==> src/rtl/chip8_draw_sequencer_if.sv <==
// Signal bundle between the CHIP-8 draw sequencer and its host, sprite memory,
// display engine and framebuffer-clear logic.
interface chip8_draw_sequencer_if;
    // Handshakes (cmd, rsp): a transfer happens on a rising clk edge where valid && ready;
    // the source holds valid and its payload stable until that edge and may not withdraw it.
    logic        cmd_valid;
    logic        cmd_ready;
    logic        cmd_op;
    logic [5:0]  cmd_x;
    logic [4:0]  cmd_y;
    logic [3:0]  cmd_n;
    logic [11:0] cmd_i;
    logic        mem_req;
    logic [11:0] mem_addr;
    logic        mem_rvalid;
    logic [7:0]  mem_rdata;
    logic        disp_draw;
    logic [5:0]  disp_x;
    logic [4:0]  disp_y;
    logic [3:0]  disp_row;
    logic [7:0]  disp_sprite;
    logic        disp_done;
    logic        disp_collision;
    logic        fb_clear;
    logic        fb_clear_done;
    logic        rsp_valid;
    logic        rsp_ready;
    logic        rsp_vf;
    logic        rsp_err;
    logic        busy;

    // Environment side: host, sprite memory, display engine, framebuffer.
    modport master (
        output cmd_valid, cmd_op, cmd_x, cmd_y, cmd_n, cmd_i,
        output mem_rvalid, mem_rdata, disp_done, disp_collision, fb_clear_done, rsp_ready,
        input  cmd_ready, mem_req, mem_addr, disp_draw, disp_x, disp_y, disp_row, disp_sprite,
        input  fb_clear, rsp_valid, rsp_vf, rsp_err, busy
    );

    // Sequencer side.
    modport slave (
        input  cmd_valid, cmd_op, cmd_x, cmd_y, cmd_n, cmd_i,
        input  mem_rvalid, mem_rdata, disp_done, disp_collision, fb_clear_done, rsp_ready,
        output cmd_ready, mem_req, mem_addr, disp_draw, disp_x, disp_y, disp_row, disp_sprite,
        output fb_clear, rsp_valid, rsp_vf, rsp_err, busy
    );
endinterface

==> src/rtl/chip8_draw_sequencer.sv <==
// Sequences a CHIP-8 DRW (per-row sprite fetch and display draw, collision accumulation)
// or CLS (framebuffer clear) and returns a VF/error response.
module chip8_draw_sequencer #(
    parameter int TIMEOUT = 255
) (
    input  logic                         clk,
    input  logic                         reset,
    chip8_draw_sequencer_if.slave        bus,
    output logic [2:0]                   dbg_state
);
    localparam int CW = (TIMEOUT < 2) ? 1 : $clog2(TIMEOUT);
    localparam logic [CW-1:0] CNT_LAST = CW'(TIMEOUT - 1);

    typedef enum logic [2:0] {
        IDLE, FETCH, WAIT_MEM, DRAW, WAIT_DISP, CLEAR, WAIT_CLR, RESP
    } state_t;

    state_t      state_q, state_d;
    logic [5:0]  x_q;
    logic [4:0]  y_q;
    logic [3:0]  n_q;
    logic [11:0] i_q;
    logic [3:0]  row_q;
    logic [7:0]  sprite_q;
    logic        vf_q, err_q;
    logic [CW-1:0] cnt_q;

    logic        cmd_ready_c, busy_c, mem_req_c, disp_draw_c, fb_clear_c, rsp_valid_c;
    logic [4:0]  row_next;
    logic        last_row, timed_out, accept;

    assign accept    = bus.cmd_valid && (state_q == IDLE);
    assign row_next  = {1'b0, row_q} + 5'd1;
    // Stop on the requested row count or when the next row would fall off the bottom (no wrap).
    assign last_row  = (row_next == {1'b0, n_q}) || (({1'b0, y_q} + {1'b0, row_next}) > 6'd31);
    assign timed_out = (cnt_q == CNT_LAST);

    always_ff @(posedge clk or posedge reset) begin
        if (reset) state_q <= IDLE;
        else       state_q <= state_d;
    end

    always_comb begin
        state_d     = state_q;
        cmd_ready_c = 1'b0;
        busy_c      = 1'b1;
        mem_req_c   = 1'b0;
        disp_draw_c = 1'b0;
        fb_clear_c  = 1'b0;
        rsp_valid_c = 1'b0;
        case (state_q)
            IDLE: begin
                cmd_ready_c = 1'b1;
                busy_c      = 1'b0;
                if (bus.cmd_valid) begin
                    if (bus.cmd_op)            state_d = CLEAR;
                    else if (bus.cmd_n == 4'd0) state_d = RESP;
                    else                       state_d = FETCH;
                end
            end
            FETCH: begin
                mem_req_c = 1'b1;
                state_d   = WAIT_MEM;
            end
            WAIT_MEM: if (bus.mem_rvalid) state_d = DRAW;
            DRAW: begin
                disp_draw_c = 1'b1;
                state_d     = WAIT_DISP;
            end
            // A done arriving on the expiry cycle wins over the timeout.
            WAIT_DISP: begin
                if (bus.disp_done) state_d = last_row ? RESP : FETCH;
                else if (timed_out) state_d = RESP;
            end
            CLEAR: begin
                fb_clear_c = 1'b1;
                state_d    = WAIT_CLR;
            end
            WAIT_CLR: if (bus.fb_clear_done || timed_out) state_d = RESP;
            RESP: begin
                rsp_valid_c = 1'b1;
                if (bus.rsp_ready) state_d = IDLE;
            end
            default: state_d = IDLE;
        endcase
    end

    always_ff @(posedge clk or posedge reset) begin
        if (reset) begin
            x_q      <= '0;
            y_q      <= '0;
            n_q      <= '0;
            i_q      <= '0;
            row_q    <= '0;
            sprite_q <= '0;
            vf_q     <= 1'b0;
            err_q    <= 1'b0;
            cnt_q    <= '0;
        end else begin
            case (state_q)
                IDLE: if (accept) begin
                    x_q   <= bus.cmd_x;
                    y_q   <= bus.cmd_y;
                    n_q   <= bus.cmd_n;
                    i_q   <= bus.cmd_i;
                    row_q <= '0;
                    vf_q  <= 1'b0;
                    err_q <= 1'b0;
                    cnt_q <= '0;
                end
                WAIT_MEM: if (bus.mem_rvalid) sprite_q <= bus.mem_rdata;
                DRAW, CLEAR: cnt_q <= '0;
                WAIT_DISP: begin
                    if (bus.disp_done) begin
                        vf_q  <= vf_q | bus.disp_collision;
                        row_q <= row_q + 4'd1;
                        cnt_q <= '0;
                    end else if (timed_out) err_q <= 1'b1;
                    else cnt_q <= cnt_q + 1'b1;
                end
                WAIT_CLR: begin
                    if (bus.fb_clear_done) cnt_q <= '0;
                    else if (timed_out) err_q <= 1'b1;
                    else cnt_q <= cnt_q + 1'b1;
                end
                default: ;
            endcase
        end
    end

    assign bus.cmd_ready   = cmd_ready_c;
    assign bus.busy        = busy_c;
    assign bus.mem_req     = mem_req_c;
    assign bus.mem_addr    = i_q + {8'd0, row_q};
    assign bus.disp_draw   = disp_draw_c;
    assign bus.disp_x      = x_q;
    assign bus.disp_y      = y_q + {1'b0, row_q};
    assign bus.disp_row    = row_q;
    assign bus.disp_sprite = sprite_q;
    assign bus.fb_clear    = fb_clear_c;
    assign bus.rsp_valid   = rsp_valid_c;
    assign bus.rsp_vf      = rsp_valid_c & vf_q;
    assign bus.rsp_err     = rsp_valid_c & err_q;
    assign dbg_state       = state_q;
endmodule

==> src/flat_wrapper.sv <==
// flat-port wrapper written by rule: the top's interface ports become plain ports
module chip8_draw_sequencer_flat 
#(
    parameter int TIMEOUT = 255
)
  (clk, reset, dbg_state, bus_cmd_valid, bus_cmd_op, bus_cmd_x, bus_cmd_y, bus_cmd_n, bus_cmd_i, bus_mem_rvalid, bus_mem_rdata, bus_disp_done, bus_disp_collision, bus_fb_clear_done, bus_rsp_ready, bus_cmd_ready, bus_mem_req, bus_mem_addr, bus_disp_draw, bus_disp_x, bus_disp_y, bus_disp_row, bus_disp_sprite, bus_fb_clear, bus_rsp_valid, bus_rsp_vf, bus_rsp_err, bus_busy);
  chip8_draw_sequencer_if bus_i ();
  input  logic clk;
  input  logic reset;
  output logic [2:0] dbg_state;
  input wire logic [$bits(bus_i.cmd_valid)-1:0] bus_cmd_valid;
  input wire logic [$bits(bus_i.cmd_op)-1:0] bus_cmd_op;
  input wire logic [$bits(bus_i.cmd_x)-1:0] bus_cmd_x;
  input wire logic [$bits(bus_i.cmd_y)-1:0] bus_cmd_y;
  input wire logic [$bits(bus_i.cmd_n)-1:0] bus_cmd_n;
  input wire logic [$bits(bus_i.cmd_i)-1:0] bus_cmd_i;
  input wire logic [$bits(bus_i.mem_rvalid)-1:0] bus_mem_rvalid;
  input wire logic [$bits(bus_i.mem_rdata)-1:0] bus_mem_rdata;
  input wire logic [$bits(bus_i.disp_done)-1:0] bus_disp_done;
  input wire logic [$bits(bus_i.disp_collision)-1:0] bus_disp_collision;
  input wire logic [$bits(bus_i.fb_clear_done)-1:0] bus_fb_clear_done;
  input wire logic [$bits(bus_i.rsp_ready)-1:0] bus_rsp_ready;
  output wire logic [$bits(bus_i.cmd_ready)-1:0] bus_cmd_ready;
  output wire logic [$bits(bus_i.mem_req)-1:0] bus_mem_req;
  output wire logic [$bits(bus_i.mem_addr)-1:0] bus_mem_addr;
  output wire logic [$bits(bus_i.disp_draw)-1:0] bus_disp_draw;
  output wire logic [$bits(bus_i.disp_x)-1:0] bus_disp_x;
  output wire logic [$bits(bus_i.disp_y)-1:0] bus_disp_y;
  output wire logic [$bits(bus_i.disp_row)-1:0] bus_disp_row;
  output wire logic [$bits(bus_i.disp_sprite)-1:0] bus_disp_sprite;
  output wire logic [$bits(bus_i.fb_clear)-1:0] bus_fb_clear;
  output wire logic [$bits(bus_i.rsp_valid)-1:0] bus_rsp_valid;
  output wire logic [$bits(bus_i.rsp_vf)-1:0] bus_rsp_vf;
  output wire logic [$bits(bus_i.rsp_err)-1:0] bus_rsp_err;
  output wire logic [$bits(bus_i.busy)-1:0] bus_busy;
  assign bus_i.cmd_valid = bus_cmd_valid;
  assign bus_i.cmd_op = bus_cmd_op;
  assign bus_i.cmd_x = bus_cmd_x;
  assign bus_i.cmd_y = bus_cmd_y;
  assign bus_i.cmd_n = bus_cmd_n;
  assign bus_i.cmd_i = bus_cmd_i;
  assign bus_i.mem_rvalid = bus_mem_rvalid;
  assign bus_i.mem_rdata = bus_mem_rdata;
  assign bus_i.disp_done = bus_disp_done;
  assign bus_i.disp_collision = bus_disp_collision;
  assign bus_i.fb_clear_done = bus_fb_clear_done;
  assign bus_i.rsp_ready = bus_rsp_ready;
  assign bus_cmd_ready = bus_i.cmd_ready;
  assign bus_mem_req = bus_i.mem_req;
  assign bus_mem_addr = bus_i.mem_addr;
  assign bus_disp_draw = bus_i.disp_draw;
  assign bus_disp_x = bus_i.disp_x;
  assign bus_disp_y = bus_i.disp_y;
  assign bus_disp_row = bus_i.disp_row;
  assign bus_disp_sprite = bus_i.disp_sprite;
  assign bus_fb_clear = bus_i.fb_clear;
  assign bus_rsp_valid = bus_i.rsp_valid;
  assign bus_rsp_vf = bus_i.rsp_vf;
  assign bus_rsp_err = bus_i.rsp_err;
  assign bus_busy = bus_i.busy;
  chip8_draw_sequencer #(.TIMEOUT(TIMEOUT)) u_core (.clk(clk), .reset(reset), .bus(bus_i), .dbg_state(dbg_state));
endmodule
==> config.mk <==
export PLATFORM = sky130hd
export DESIGN_NAME = chip8_draw_sequencer_flat
export DESIGN_NICKNAME = d
export VERILOG_FILES = /design/src/rtl/chip8_draw_sequencer_if.sv /design/src/rtl/chip8_draw_sequencer.sv /design/src/flat_wrapper.sv
export SDC_FILE = /design/constraint.sdc
export NUM_CORES = 1
export LEC_CHECK = 0
export CAP_MARGIN = 10
export CORE_ASPECT_RATIO = 1.4
export CORE_UTILIZATION = 49
export CTS_BUF_LIST = sky130_fd_sc_hd__clkbuf_8
export DETAILED_ROUTE_END_ITERATION = 6
export PLACE_DENSITY_LB_ADDON = 0.3
export RECOVER_POWER = 100
export SYNTH_ARGS = -nofsm -noshare
export SYNTH_HDL_FRONTEND = slang
export SYNTH_SLANG_ARGS = --single-unit
==> constraint.sdc <==
create_clock -name clk -period 2.8 [get_ports clk]
set_input_delay 0.56 -clock clk [delete_from_list [all_inputs] [get_ports clk]]
set_output_delay 0.56 -clock clk [all_outputs]
set_load 0.02 [all_outputs]
==> impl_metrics.toml <==
[outcome]
outcome = "finished clean"

[floorplanning]
initial_utilization_pct = 50.7
die_w_um = 67.6
std_cell_rows = 33
fp.dieArea_mm2 = 0.00635
design.core.area_mm2 = 0.00582
top_level_ports = 90
chipHeight_um = 93.9

[drt]
routed_antenna_nets = 0
route.vias.total = 2603
drc = 0
viasPerCell = 5.23
detail_route.iter0.violations = 81
first_pass_iteration_count_of_the_detailed_router = 4
postRouteWirelength_mm = 6.79
routed_wire_length_per_instance_um = 13.6

[placement]
globalplace.congestion = 0.779
io_buffers = 89
detailed_place_hpwl_mm = 5.04
placedInstanceArea_mm2 = 0.00399

[setup_path]
largest_incremental_delay_on_the_critical_path_ns = 0.66
timing.critical_path.to_type = "primary output"
worst_path_max_delay_cell = "sky130_fd_sc_hd__dlygate4sd3_1"
crit_fanout = 2
worst-endpoint-required_ns = 2.24
crit_path_frequent_cell = "sky130_fd_sc_hd__inv_1"
path_buf_inv = 3
path_cells = "ha_2, inv_1, fa_2, inv_1, dlygate4sd3_1"
cp_data_arrival_time_ns = 2.12
top_cell_family_by_delay_on_the_critical_path = "buffers and inverters"
startpoint = "u_core.bus.disp_row[0]"
cp-start-kind = "flip-flop"
critPathKind = "flip-flop to primary output"
r2r-start = "u_core.bus.disp_row[1]"

[layout]
final_net_count = 489
postLayoutCoreUtil_pct = 69.1
number_of_antenna_diodes = 0
final_area_mm2 = 0.00402
area_delta_synth_final_pct = 36.2
multi_input_area_mm2 = 0.00151
final_layout_size_suffix_gt1_share_pct = 9.35
fillerInstances = 469
ff_latch_area_mm2 = 0.00130

[global_routing]
wire_length_of_the_first_global_routing_pass_mm = 11.4
globalRoute.totalOverflow = 0
initial_antenna_violation_count = 0
vias_in_the_first_global_route = 2632
grt_max_degree = 33
track_usage_pct = 23.4

[logic_synthesis]
flip_flop_cell_with_the_highest_count_after_synthesis = "sky130_fd_sc_hd__dfrtp_1"
main_combinational_cell_family_by_area_after_synthesis = "simple AND/OR/NAND/NOR gates"
ys_async_sr_fraction_pct = 100
yosys.area.top_type_share_pct = 44.0
synth-seq-cells = 52
yosys-top-cells-count = "sky130_fd_sc_hd__nand2_1, sky130_fd_sc_hd__dfrtp_1, sky130_fd_sc_hd__inv_1"
ys.warnings.count = 0
post_synth_num_cell_types = 48
synth_simple_gate_area_share_pct = 23.0
post_synth_xor_area_fraction_pct = 5.59
syn_area_per_cell_um2 = 9.01
synthDominantAreaCellType = "sky130_fd_sc_hd__dfrtp_1"
ys_top_cells_by_area = "sky130_fd_sc_hd__dfrtp_1, sky130_fd_sc_hd__nand2_1, sky130_fd_sc_hd__ha_1"
syn-num-nets = 390
synthMostInstantiatedCell = "sky130_fd_sc_hd__nand2_1"
synth_compound_area_share_pct = 10.9
seq_area_frac_synth_pct = 44.0
adder_cell_area_share_of_the_yosys_netlist_pct = 8.13
synthCells = 328
synth_area_mm2 = 0.00295
post_synth_mux_area_share_pct = 3.73
synth-edff-count = 0

[clock_tree]
cts_hold_buffers = 0
cts_setup_buffers = 0
clock_path_buffers = 2
clock_latency_reported_for_the_late_side_of_the_worst_skew_pair_ns = 0.31
cts_root_buf = "sky130_fd_sc_hd__clkbuf_8"
h_tree_level_count = 2
clock_sink_count = 52
cts_inserted_buffers = 5
cts.reportedPaths.clkPinSlew_ns = 0.10
cts_tree = "built"

[sta]
timing.clock.skew_ns = 0.00890
relative_slew_margins_pct = 29.9
final-setup-viol-count = 0
grt_setup_unrepaired = "false"
hold_viol_final = 0
fin_hold_ws_ns = 0.477
fin_crit_sh_pct = 95.6
clock.fmax_mhz = 374
finalMaxSlewViolations = 0
final_period_minus_worst_setup_slack_ns = 2.68
max_slew.worst_pin.slew_ns = 1.04

[power]
static-leakage-power_nw = 2.00
post-layout-total-power_w = 0.00428
p_per_area_mw_per_mm2 = 1060
vdd.ir_drop.worst_v = 0.000555

[job]
drv.max_cap_violation_count = 0

[hold_path]
holdCritStartpoint = "u_core.bus.disp_x[3]"
worst_hold_path_type = "flip-flop to flip-flop"
## cells in the final DEF, fill, tap and decap left out, types with 5 or more instances in the layout
cell type and n:
sky130_fd_sc_hd__a21oi_1 13, sky130_fd_sc_hd__buf_4 7, sky130_fd_sc_hd__clkbuf_1 8, sky130_fd_sc_hd__clkbuf_2 5, sky130_fd_sc_hd__clkbuf_8 5, sky130_fd_sc_hd__clkdlybuf4s50_1 43, sky130_fd_sc_hd__dfrtp_1 52, sky130_fd_sc_hd__dlygate4sd2_1 5
sky130_fd_sc_hd__dlygate4sd3_1 32, sky130_fd_sc_hd__ha_1 15, sky130_fd_sc_hd__inv_1 20, sky130_fd_sc_hd__mux2_2 8, sky130_fd_sc_hd__nand2_1 100, sky130_fd_sc_hd__nand2b_1 5, sky130_fd_sc_hd__nand3_1 9, sky130_fd_sc_hd__nor2_1 11
sky130_fd_sc_hd__o21ai_0 12, sky130_fd_sc_hd__xnor2_1 14
## registers in the layout, indices dropped and copies added (netlist names)
register	cells
u_core.dbg_state	3
u_core.bus.disp_sprite	8
u_core.cnt_q	8
u_core.err_q	1
u_core.y_q	5
u_core.n_q	4
u_core.bus.disp_x	6
u_core.i_q	12
u_core.bus.disp_row	4
u_core.vf_q	1
## layer usage
metal / global-route usage [%] / routed length, um / vias to the layer above
met1: 28.2 / 2950 / 1238
met5: 0 / 0 / -
met2: 41.7 / 3450 / 73
met4: 5.67 / 60 / 0
met3: 4.37 / 335 / 6
li1: - / - / 1286
## what timing repair did
| item | in CTS | in global routing |
|---|---|---|
| setup endpoints to repair | 12 | 9 |
| gates resized for setup | 16 | 17 |
| hold endpoints to repair | 0 | 0 |
| pin swaps | 0 | 1 |
| gates cloned | 0 | 0 |
## logic make-up (layout without fill, tap and decap cells)
logic type               count (synthesis)  count (layout)
AO/OA/AOI/OAI                           49              49
XOR/XNOR                                18              18
adder cells (fa/ha/maj)                 18              18
buffers and inverters                   32             132
flip-flops                              52              52
multiplexers                            10              10
AND/OR/NAND/NOR                        149             149
## worst reg2reg max path, cell delays in order, from the launching register on
cell,delay [ns]
sky130_fd_sc_hd__dfrtp_1,0.38
sky130_fd_sc_hd__clkbuf_1,0.23
sky130_fd_sc_hd__ha_1,0.28
sky130_fd_sc_hd__xor2_1,0.26
sky130_fd_sc_hd__ha_1,0.27
sky130_fd_sc_hd__nand2_1,0.06
sky130_fd_sc_hd__o21ai_0,0.10
sky130_fd_sc_hd__a221oi_1,0.36
sky130_fd_sc_hd__a32oi_1,0.16
## where the power goes
part	total, W	internal [W]	switching, W
combinational	0.00244	0.00107	0.00136
sequential	0.00131	0.00105	0.000260
clock	0.000532	0.000270	0.000262
## worst paths after layout
check                                  endpoint  slack, ns  cells after the start
max                             bus_mem_addr[1]       0.12                      5
min                        u_core.bus.disp_x[3]       0.48                      2
max reg2reg                 u_core.dbg_state[1]       0.57                      8
min reg2reg                u_core.bus.disp_x[3]       0.48                      2
max in group asynchronous   u_core.dbg_state[2]       0.56                      3
min in group asynchronous  u_core.bus.disp_x[5]       0.89                      2
## cell type report
type / count / share of cell area [%]
Clock buffer: 5 / 1.71
Clock inverter: 3 / 1.15
Inverter: 20 / 1.87
Multi-Input combinational cell: 244 / 37.5
Sequential cell: 52 / 32.3
Tap cell: 70 / 2.18
Timing Repair Buffer: 104 / 23.2
## through the flow
step           instances  worst slack (ns)  TNS (ns)
6_report             498             0.123         0
5_1_grt              498           0.00417         0
4_1_cts              498           -0.0124   -0.0124
3_5_place_dp         490           -0.0715    -0.173
3_3_place_gp         490           -0.0236   -0.0236
2_1_floorplan        328             0.131         0
(Power assumes the default switching activity.)
